$ cat config.mk
export PLATFORM = sky130hd
export DESIGN_NAME = button_encoder
export DESIGN_NICKNAME = d
export VERILOG_FILES = /design/src/rtl/button_encoder.sv
export SDC_FILE = /design/constraint.sdc
export NUM_CORES = 1
export LEC_CHECK = 0
export ABC_AREA = 1
export BUFFER_PORTS_ARGS = -buffer_cell sky130_fd_sc_hd__buf_2
export CORE_AREA = 2 2 51 53
export CTS_CLUSTER_DIAMETER = 100
export DETAILED_ROUTE_END_ITERATION = 12
export DIE_AREA = 0 0 53 55
export PLACE_DENSITY_LB_ADDON = 0.05
export SLEW_MARGIN = 20
export SYNTH_ARGS = -nofsm -noshare
export SYNTH_HDL_FRONTEND = slang
export SYNTH_SLANG_ARGS = --single-unit
export TNS_END_PERCENT = 30
$ cat constraint.sdc
create_clock -name clk -period 2.2 [get_ports clk]
set_input_delay 0.22 -clock clk [delete_from_list [all_inputs] [get_ports clk]]
set_output_delay 0.22 -clock clk [all_outputs]
set_load 0.03 [all_outputs]
$ cat src/rtl/button_encoder.sv
// Debounces 8 raw push-buttons and encodes a single clean press as a 3-bit code with a one-cycle strobe.
// Optional input synchroniser: define BUTTON_ENC_SYNC_EN to insert a 2-flop stage on btn.
module button_encoder #(
  parameter int N_BTN           = 8,
  parameter int DEBOUNCE_CYCLES = 16,
  parameter int CNT_W           = $clog2(DEBOUNCE_CYCLES + 1)
) (
  input  logic                     clk,
  input  logic                     rst_n,
  input  logic                     en,
  input  logic [N_BTN-1:0]         btn,
  output logic [$clog2(N_BTN)-1:0] code,
  output logic                     code_valid,
  output logic                     multi_press_err,
  output logic                     busy
);

  localparam int CODE_W = $clog2(N_BTN);
  localparam logic [CNT_W-1:0] LAST    = CNT_W'(DEBOUNCE_CYCLES - 1);
  localparam logic [N_BTN-1:0] ONE_BTN = N_BTN'(1);

  typedef enum logic [1:0] {IDLE, DEBOUNCE, PRESSED, RELEASE} state_t;

  state_t             state, state_d;
  logic [CNT_W-1:0]   cnt, cnt_d;
  logic [N_BTN-1:0]   pat, pat_d;
  logic               err_q, err_d;
  logic               code_load;
  logic [CODE_W-1:0]  pat_idx;
  logic [N_BTN-1:0]   s;
  logic               s_multi;

`ifdef BUTTON_ENC_SYNC_EN
  logic [N_BTN-1:0] sync1, sync2;

  always_ff @(posedge clk or negedge rst_n) begin
    if (!rst_n) begin
      sync1 <= '0;
      sync2 <= '0;
    end else begin
      sync1 <= btn;
      sync2 <= sync1;
    end
  end

  assign s = sync2;
`else
  assign s = btn;
`endif

  // Clearing the lowest set bit leaves something only when two or more bits are set.
  assign s_multi = |(s & (s - ONE_BTN));

  always_comb begin
    pat_idx = '0;
    for (int i = 0; i < N_BTN; i++)
      if (pat[i]) pat_idx = CODE_W'(i);
  end

  always_comb begin
    state_d   = state;
    cnt_d     = cnt;
    pat_d     = pat;
    err_d     = 1'b0;
    code_load = 1'b0;
    if (!en) begin
      state_d = IDLE;
      cnt_d   = '0;
    end else begin
      unique case (state)
        IDLE: begin
          if (s_multi) begin
            err_d   = 1'b1;
            cnt_d   = '0;
            state_d = RELEASE;
          end else if (s != '0) begin
            pat_d   = s;
            cnt_d   = '0;
            state_d = DEBOUNCE;
          end
        end
        DEBOUNCE: begin
          if (s_multi) begin
            err_d   = 1'b1;
            cnt_d   = '0;
            state_d = RELEASE;
          end else if (s == pat) begin
            if (cnt == LAST) begin
              code_load = 1'b1;
              cnt_d     = '0;
              state_d   = PRESSED;
            end else begin
              cnt_d = cnt + CNT_W'(1);
            end
          end else begin
            cnt_d   = '0;
            state_d = IDLE;
          end
        end
        PRESSED: begin
          cnt_d   = '0;
          state_d = RELEASE;
        end
        RELEASE: begin
          if (s != '0) begin
            cnt_d = '0;
          end else if (cnt == LAST) begin
            cnt_d   = '0;
            state_d = IDLE;
          end else begin
            cnt_d = cnt + CNT_W'(1);
          end
        end
        default: begin
          cnt_d   = '0;
          state_d = IDLE;
        end
      endcase
    end
  end

  always_ff @(posedge clk or negedge rst_n) begin
    if (!rst_n) begin
      state <= IDLE;
      cnt   <= '0;
      pat   <= '0;
      err_q <= 1'b0;
      code  <= '0;
    end else begin
      state <= state_d;
      cnt   <= cnt_d;
      pat   <= pat_d;
      err_q <= err_d;
      // Loaded on entry to PRESSED so the code is already new while the strobe is high.
      if (code_load) code <= pat_idx;
    end
  end

  assign code_valid      = en && (state == PRESSED);
  assign multi_press_err = en && err_q;
  assign busy            = (state != IDLE);

endmodule
==> metrics.cfg, run 1 <==
[run_status]
status = finished clean

[grt]
grt_pass1_wl_mm = 4.878
met2_usage_pct = 37.29
met1_usage_pct = 30.65
grt.total_usage_pct = 23.22
met3_usage_pct = 4.301
grt_busiest_layer = met2
grt_pass1_vias = 1122
overflow = 0
grt_max_degree = 20
grt_antenna_before_repair = 0

[setup_path]
timing.rr.start = cnt[0]$_DFFE_PN0P_
regToRegSetupSlack_ps = 630
worstReg2RegEnd = code[2]$_DFFE_PN0P_
cp-start-kind = flip-flop
reg2reg_depth = 8
worstSetupEndpointType = flip-flop
critPathCapture = code[2]$_DFFE_PN0P_
cp_max_fo = 6
worstPathRequired_ps = 2390
crit_type = reg -> reg
timing.critical_path.from = cnt[0]$_DFFE_PN0P_
critical_path_arrival_ps = 1760

[power_and_ir_drop]
seq_power_share_pct = 51.8
power.total_uw = 755.4
p_comb_share_pct = 24.8
swShare_pct = 33.73
powerDensity_nw_per_um2 = 498.6
p_int_uw = 500.6
pwr-share-clk_pct = 23.4
p_leak_uw = 0.0007831
switchingPower_uw = 254.8
ir_drop_uv = 350.7

[synthesis]
yosys-top-cells-area = dfrtp_1, nand2_1, inv_1, o21ai_2, nor2_1
synth_fp_nets = 195
syn_area_um2 = 1378
synth_seq_cells = 19
ys_types = 28
syn_avg_cell_area_um2 = 7.528
yosysTopAreaCellShare_pct = 34.51
yosysWarnings = 0
yosys.area.top_type = dfrtp_1
netlist_instances = 183
seq_area_frac_synth_pct = 34.51

[die]
start_util_pct = 58.25
chipHeight_um = 55
die_x_um = 53
io_pins = 17
rows = 18
core_area_um2 = 2365
dieArea_um2 = 2915

[layout]
nets = 215
area_delta_synth_final_pct = 9.991
instances_no_fill = 232
drive_above_1_share_pct = 26.24
diodes = 0
fin_util_pct = 64.07

[route]
vias_per_cell = 5.112
drtPass1Iterations = 4
detailroute.via_count = 1186
final_antenna_net_count = 0
route.detailed.drc = 0
wl_per_cell_um = 11.83
drt_iter0_drc = 40
wl_mm = 2.744

[placement]
dp_hpwl_mm = 2.220
port_buffers = 16
placedCellCount = 227
place_congestion = 0.8905

[clocking]
clock_latency_ps = 300
ctsHtreeMaxLevel = 1
cts.clk_slew.worst_paths_ps = 110
cts_setup_buffers = 0
root_buffer = clkbuf_4
cts_tree = done
clock_path_buffers = 2
cts_buffers = 3
cts.sinks = 19

[sta]
relSlewSlack_pct = 71.24
max_freq_mhz = 637.1
finalCriticalPeriod_ps = 1570
hold-worst-slack_ps = 220.6
tns_ps = 0
tightest_slew_ps = 431.5
final_max_slew_viol_count = 0
setup-violations-final = 0
hold_violations = 0
period_share_pct = 71.35
clock_skew_ps = 11.79
rsz0062_at_grt = no

[hold_path]
min_path_type = in -> reg
hold_path_depth = 3

[flow_run]
cap_violations = 0

==> placed cells by master, fill, tap and decap left out, types with 2 or more instances in the layout <==
cell type,instances
a21oi_1,4
dfrtp_1,19
nor2_2,4
nor2_1,16
o21ai_2,9
nor2_4,3
clkbuf_4,3
nand3_2,2
nand3_4,3
nor3_1,3
nor3_4,2
nand2_1,56
o21ai_1,3
inv_1,23
o21ai_0,2
nand4_1,4
nand2_2,5
nand3_1,11
inv_2,3
xnor2_1,2
buf_2,16
==> state kept, by name (all words and copies together), names as in the netlist <==
name,cells
cnt,5
code,3
err_q,1
pat,8
state,2
==> worst max-delay path, cell delays in order (launching register included) <==
cell,delay (ps)
dfrtp_1,390
ha_1,180
nand3_1,110
nor2_1,210
nand3_1,190
nor2_4,160
nand3_4,100
nand2_1,70
o21ai_1,70
==> power groups by stage <==
stage	combinational [µW]	sequential, µW	clock, µW
2_1_floorplan	136	393	0
3_3_place_gp	183	398	0
3_5_place_dp	186	398	0
4_1_cts	188	391	184
5_1_grt	214	395	203
6_report	187	392	176
==> synth_stat cells (all sizes together) <==
master   n
inv     26
nor2    24
buf      2
nand2   62
and3     1
xnor2    2
nand3   16
a21boi   1
o21ai   14
nand4    5
a21oi    4
dfrtp   19
nor3     5
o21bai   1
ha       1
==> cell families (layout without fill, tap and decap cells) <==
kind of cell | count (synthesis) | after routing | synth area share [%]
AOI/OAI and AO/OA | 20 | 20 | 10.08
xor gates and xnor gates | 2 | 2 | 1.272
adders and majority gates | 1 | 1 | 0.9081
buffers and inverters | 28 | 47 | 8.265
DFF | 19 | 19 | 34.51
and+or+nand+nor | 113 | 113 | 44.96
==> cell type report <==
class                           count  area (µm²)
Fill cell                         216       849.6
Tap cell                           30       37.54
Multi-Input combinational cell    136       788.3
Clock buffer                        4       26.28
Inverter                           26       97.59
Timing Repair Buffer               17       90.09
Sequential cell                    19       475.5
==> repair_timing <==
action / CTS / global route
hold buffers: 1 / 0
gates resized for setup: 0 / 0
endpoints found under the hold margin: 19 / 0
endpoints found under the setup margin: 0 / 0
==> worst min-delay path by stage <==
stage	startpoint	end	slack [ps]
after floorplan	rst_n	cnt[0]$_DFFE_PN0P_	-80
after global placement	rst_n	code[1]$_DFFE_PN0P_	180
after detailed placement	rst_n	code[0]$_DFFE_PN0P_	190
after CTS	btn[0]	pat[0]$_DFFE_PN0P_	220
after global routing	btn[0]	pat[0]$_DFFE_PN0P_	230
final	btn[0]	pat[0]$_DFFE_PN0P_	220
==> metal layers <==
layer  part of all wire (%)  wire, µm
met4                   0.73        20
met3                    5.9       161
met1                     47      1278
met5                      0         0
met2                     47      1283
==> stage by stage <==
step | setup slack (ps) | instance area, µm²
after floorplan | 587.3 | 1378
after global placement | 660.0 | 1479
after detailed placement | 597.0 | 1479
after CTS | 603.7 | 1515
after global routing | 477.2 | 1515
final | 630.3 | 1515
No activity file was read; power rests on OpenSTA's default activity.
==> run 2, diff against run 1 <==
--- a/config.mk
+++ b/config.mk
@@ -5,12 +5,12 @@
 export SDC_FILE = /design/constraint.sdc
 export NUM_CORES = 1
 export LEC_CHECK = 0
-export ABC_AREA = 1
+export ABC_AREA = 0
 export BUFFER_PORTS_ARGS = -buffer_cell sky130_fd_sc_hd__buf_2
-export CORE_AREA = 2 2 51 53
+export CORE_AREA = 2 2 52 54
 export CTS_CLUSTER_DIAMETER = 100
 export DETAILED_ROUTE_END_ITERATION = 12
-export DIE_AREA = 0 0 53 55
+export DIE_AREA = 0 0 54 56
 export PLACE_DENSITY_LB_ADDON = 0.05
 export SLEW_MARGIN = 20
 export SYNTH_ARGS = -nofsm -noshare
==> constraint.sdc (replaced) <==
create_clock -name clk -period 1.3 [get_ports clk]
set_input_delay 0.13 -clock clk [delete_from_list [all_inputs] [get_ports clk]]
set_output_delay 0.13 -clock clk [all_outputs]
set_load 0.03 [all_outputs]
==> metrics.cfg, run 2 <==
[run_status]
status = complete, but fails checks
violations = negative setup slack

[layout]
top_regs = pat x8, cnt x5, code x3
area_delta_synth_final_pct = 37.00
instances_no_fill = 194
layout_commonest_cell = buf_4
diodes = 0
nets = 177
largest_reg_flops = 8
fin_util_pct = 67.23
largest_register = pat
layout_common_cells = buf_4, dfrtp_1, buf_2
fin_area_um2 = 1635
drive_above_1_share_pct = 48.78

[grt]
grt_pass1_vias = 991
met1_usage_pct = 33.39
grt.total_usage_pct = 22.21
met2_usage_pct = 31.53
grt_pass1_wl_mm = 4.836
grt_busiest_layer = met1
overflow = 0
grt_max_degree = 20
grt_antenna_before_repair = 0
met3_usage_pct = 3.226

[power_and_ir_drop]
ir_drop_uv = 614.8
powerDensity_nw_per_um2 = 887.8
p_leak_uw = 0.0007921
power.total_uw = 1452

[die]
die_x_um = 54
io_pins = 17
start_util_pct = 49.07
rows = 18
core_area_um2 = 2432
chipHeight_um = 56
dieArea_um2 = 3024

[setup_path]
crit_chain = xnor2_1, nand3_1, nor3_4, nand4_4, mux2_4
cp_slowest_cell = dfrtp_1
critical_path_arrival_ps = 1780
cp_top_family = simple AND/OR/NAND/NOR gates
slowest_delay_ps = 420
cp_max_fo = 3
cp-start-kind = flip-flop
path_buf_inv = 0
crit_type = reg -> reg
worstSetupEndpointType = flip-flop
worstPathRequired_ps = 1520

[sta]
max_freq_mhz = 640.7
final_max_slew_viol_count = 0
finalCriticalPeriod_ps = 1561
tightest_slew_ps = 449.1
hold_violations = 0
rsz0062_at_grt = yes
period_share_pct = 120.1
relSlewSlack_pct = 70.06
setup_slack_ps = -260.7
setup-violations-final = 19
tns_ps = -2818
clock_skew_ps = 2.012

[clocking]
ctsHtreeMaxLevel = 1
cts_tree = done
cts_setup_buffers = 0
cts.sinks = 19
clock_latency_ps = 320
clock_path_buffers = 2
cts.clk_slew.worst_paths_ps = 120
root_buffer = clkbuf_4
cts_buffers = 3

[synthesis]
syn_area_um2 = 1194
netlist_instances = 114
yosys-top-cells-area = dfrtp_1, mux2_4, xnor2_1, nand3_4, nand3_1
synth_fp_nets = 126
synth_edf_count = 0
yosysMostFrequentCell = dfrtp_1
synth_seq_cells = 19
yosysTopAreaCellShare_pct = 39.83
yosys.area.top_type = dfrtp_1
synthFlopType = dfrtp_1
synth-async-reset-ratio_pct = 100.0
ys_types = 40
netlist_top_cells_count = dfrtp_1, mux2_4, xnor2_1
seq_area_frac_synth_pct = 39.83
yosysWarnings = 0
syn_avg_cell_area_um2 = 10.47

[route]
final_antenna_net_count = 0
vias_per_cell = 5.536
drtPass1Iterations = 4
detailroute.via_count = 1074
wl_mm = 2.863
wl_per_cell_um = 14.76
drt_iter0_drc = 26
route.detailed.drc = 0

[placement]
place_congestion = 0.7615
dpl_cell_area_um2 = 1559
dp_hpwl_mm = 2.284
port_buffers = 16
placedCellCount = 189

[flow_run]
cap_violations = 0

[hold_path]
min_path_type = in -> reg

[run 2: cell types whose count changed after synthesis, sizes merged, moves of 3 or more]
cell   change
mux2       +9
xnor2      +7
and2       +3
a22o       +3
nand2     -54
nand4      -3
nor2      -16
o21ai     -10
nand3      -8
nor2b      +3
inv       -24
[run 2: cell families (layout without fill, tap and decap cells)]
kind of cell	count (synthesis)	in the layout	synth area share [%]
compound gates	24	24	13.42
xor+xnor	9	9	6.604
fa+ha+maj	2	2	1.887
buf+inv	4	54	1.258
flops	19	19	39.83
mux	9	9	11.32
simple gates	47	47	25.68
[run 2: layout make-up]
class | instances | area, µm²
repair buffers | 48 | 327.8
multi-input cells | 91 | 759.5
clock inverters | 1 | 5.005
inverters | 2 | 7.507
flip-flops and latches | 19 | 475.5
clock buffers | 3 | 22.52
well taps | 30 | 37.54
fillers | 196 | 797.0
[run 2: routing by layer]
metal | part of all wire, % | up-vias
met3 | 3.6 | 5
li1 | - | 518
met4 | 1.9 | 0
met5 | 0 | -
met2 | 46 | 28
met1 | 48 | 523
[run 2: path summary, 6_finish.rpt]
path | start | endpoint | slack [ps] | cells past startpoint
setup / recovery | pat[3]$_DFFE_PN0P_ | code[1]$_DFFE_PN0P_ | -260 | 5
hold / removal | btn[0] | pat[0]$_DFFE_PN0P_ | 110 | 2
setup reg to reg | pat[3]$_DFFE_PN0P_ | code[1]$_DFFE_PN0P_ | -260 | 5
hold reg to reg | code[0]$_DFFE_PN0P_ | code[0]$_DFFE_PN0P_ | 520 | 1
max in group asynchronous | rst_n | pat[2]$_DFFE_PN0P_ | 720 | 2
min in group asynchronous | rst_n | state[0]$_DFFE_PN0P_ | 270 | 2
[run 2: worst register-to-register path: stages, from the launching register on]
cell and delay [ps]:
dfrtp_1 420, xnor2_1 160, nand3_1 150, nor3_4 250
nand4_4 150, mux2_4 330
[run 2: per-stage QoR]
| stage | hold slack [ps] | setup WS, ps |
|---|---|---|
| after floorplan | -165.6 | -291.8 |
| after global placement | 94.22 | -392.1 |
| after detailed placement | 99.84 | -444.8 |
| after CTS | 93.08 | -276.5 |
| after global routing | 103.1 | -382.7 |
| final | 108.9 | -260.7 |
[run 2: report_power, final]
part | leakage [µW] | internal (µW) | switching [µW]
registers | 0.000256 | 641 | 39.7
clock network | 0.0000177 | 115 | 215
logic | 0.000519 | 239 | 202
total | 0.000792 | 995 | 457
[run 2: what timing repair did]
item                                    in CTS  in global routing
hold buffers                                 1                  0
endpoints found under the setup margin      19                 21
pin swaps                                    5                  3
gates resized for setup                      9                  2
hold endpoints to repair                    19                  0
==> run 3, diff against run 2 <==
--- a/config.mk
+++ b/config.mk
@@ -8,7 +8,8 @@
 export ABC_AREA = 0
 export BUFFER_PORTS_ARGS = -buffer_cell sky130_fd_sc_hd__buf_2
 export CORE_AREA = 2 2 52 54
-export CTS_CLUSTER_DIAMETER = 100
+export CTS_BUF_LIST = sky130_fd_sc_hd__clkbuf_8 sky130_fd_sc_hd__clkbuf_16
+export CTS_CLUSTER_DIAMETER = 150
 export DETAILED_ROUTE_END_ITERATION = 12
 export DIE_AREA = 0 0 54 56
 export PLACE_DENSITY_LB_ADDON = 0.05
==> metrics.cfg, run 3 (synthesis results as in run 2) <==
[layout]
final.fill_count = 188
nets = 177
layout_common_cells = buf_4, dfrtp_1, buf_2
multi_input_area_um2 = 759.5
area_delta_synth_final_pct = 39.31
diodes = 0
fin_util_pct = 68.36
instances_no_fill = 194
drive_above_1_share_pct = 49.39
largest_register = pat
largest_reg_flops = 8
layout_commonest_cell = buf_4
top_regs = pat x8, cnt x5, code x3
seq_area_um2 = 475.5

[route]
detailroute.via_count = 1066
vias_per_cell = 5.495
route.detailed.drc = 0
wl_mm = 2.881
final_antenna_net_count = 0
drt_iter0_drc = 16
wl_per_cell_um = 14.85
drtPass1Iterations = 4

[clocking]
cts_buffers = 3
cts.sinks = 19
root_buffer = clkbuf_8
clock_latency_ps = 260
ctsHtreeMaxLevel = 1
cts_setup_buffers = 0
cts.clk_slew.worst_paths_ps = 80
cts_tree = done
clock_path_buffers = 2

[power_and_ir_drop]
p_int_uw = 1097
p_leak_uw = 0.0008033
pwr-share-clk_pct = 27.8
swShare_pct = 29.57
p_comb_share_pct = 28.5
switchingPower_uw = 460.4
ir_drop_uv = 665.2
power.total_uw = 1557
powerDensity_nw_per_um2 = 936.5
seq_power_share_pct = 43.7

[sta]
setup_slack_ps = -269.5
hold_violations = 0
relSlewSlack_pct = 69.84
clock_skew_ps = 5.834
finalCriticalPeriod_ps = 1570
period_share_pct = 120.7
tightest_slew_ps = 452.3
rsz0062_at_grt = yes
final_max_slew_viol_count = 0
max_freq_mhz = 637.1
setup-violations-final = 18

[die]
dieArea_um2 = 3024
core_area_um2 = 2432
start_util_pct = 49.07
die_x_um = 54
io_pins = 17
chipHeight_um = 56
rows = 18

[setup_path]
worstSetupEndpointType = flip-flop
critPathCapture = code[1]$_DFFE_PN0P_
worstReg2RegEnd = code[1]$_DFFE_PN0P_
timing.rr.start = pat[3]$_DFFE_PN0P_
reg2reg_depth = 5
worstPathRequired_ps = 1460
crit_type = reg -> reg
regToRegSetupSlack_ps = -270
cp-start-kind = flip-flop
timing.critical_path.from = pat[3]$_DFFE_PN0P_
critical_path_arrival_ps = 1730
cp_max_fo = 3

[placement]
pre_cts_ws_ps = -444.8
placedCellCount = 189
place_congestion = 0.7615
dp_hpwl_mm = 2.284
port_buffers = 16

[hold_path]
min_path_type = in -> reg

[run_status]
violations = negative setup slack
status = complete, but fails checks

[grt]
grt_pass1_wl_mm = 4.830
grt_pass1_vias = 995
grt_max_degree = 20
grt.total_usage_pct = 22.05
overflow = 0
grt_antenna_before_repair = 0

[flow_run]
cap_violations = 0

## run 3: changes by cell type in the layout (fill, tap and decap cells not counted)
cell      before  now
and2_4         1    0
buf_6          0    1
buf_4         33   34
maj3_1         1    0
clkbuf_8       0    3
maj3_2         0    1
and2_2         0    1
buf_2         14   12
clkbuf_4       3    0
## run 3: critical path: stages (launching register included)
cell     delay, ps
dfrtp_1        400
xnor2_1        160
nand3_1        150
nor3_4         260
nand4_4        160
mux2_4         330
## run 3: repair_timing
item	CTS	global route
setup endpoints to repair	21	21
hold buffers	1	0
resized for setup	11	3
pin swaps	4	3
endpoints found under the hold margin	19	0
## run 3: final cells by class
cell class	instances	area share [%]
clock buffer	3	2.483
clock inverter	1	0.3010
inverter	2	0.4515
multi-input combinational	91	45.67
sequential	19	28.59
tap	30	2.257
timing repair buffer	48	20.24
## run 3: worst min path at each step
stage          cells after the start  startpoint              endpoint  slack (ps)
2_1_floorplan                      0       rst_n    cnt[0]$_DFFE_PN0P_        -170
3_3_place_gp                       1       rst_n  state[1]$_DFFE_PN0P_          90
3_5_place_dp                       1       rst_n  state[1]$_DFFE_PN0P_         100
4_1_cts                            2      btn[0]    pat[0]$_DFFE_PN0P_         150
5_1_grt                            2      btn[0]    pat[0]$_DFFE_PN0P_         170
6_report                           2      btn[0]    pat[0]$_DFFE_PN0P_         170
## run 3: per-stage QoR
stage               setup TNS, ps  hold WS (ps)  instance area, µm²
CTS                         -2853         152.7                1648
global route                -4656         169.6                1663
global placement            -6313         94.22                1559
floorplan                   -3478        -165.6                1217
finish                      -2825         165.1                1663
detailed placement          -6953         99.84                1559
## run 3: metal layers
metal | routed length, µm | vias to the layer above | track usage, %
met5 | 0 | - | 0
met4 | 49 | 0 | 8.571
met3 | 94 | 5 | 2.419
met2 | 1324 | 26 | 31.53
met1 | 1412 | 519 | 33.39
li1 | - | 516 | -
## run 3: power by group through the flow
stage | Sequential [µW] | Combinational (µW) | Clock (µW)
after floorplan | 690 | 241 | 0
after global placement | 690 | 422 | 0
after detailed placement | 693 | 437 | 0
after CTS | 682 | 445 | 438
after global routing | 687 | 493 | 460
final | 681 | 444 | 432
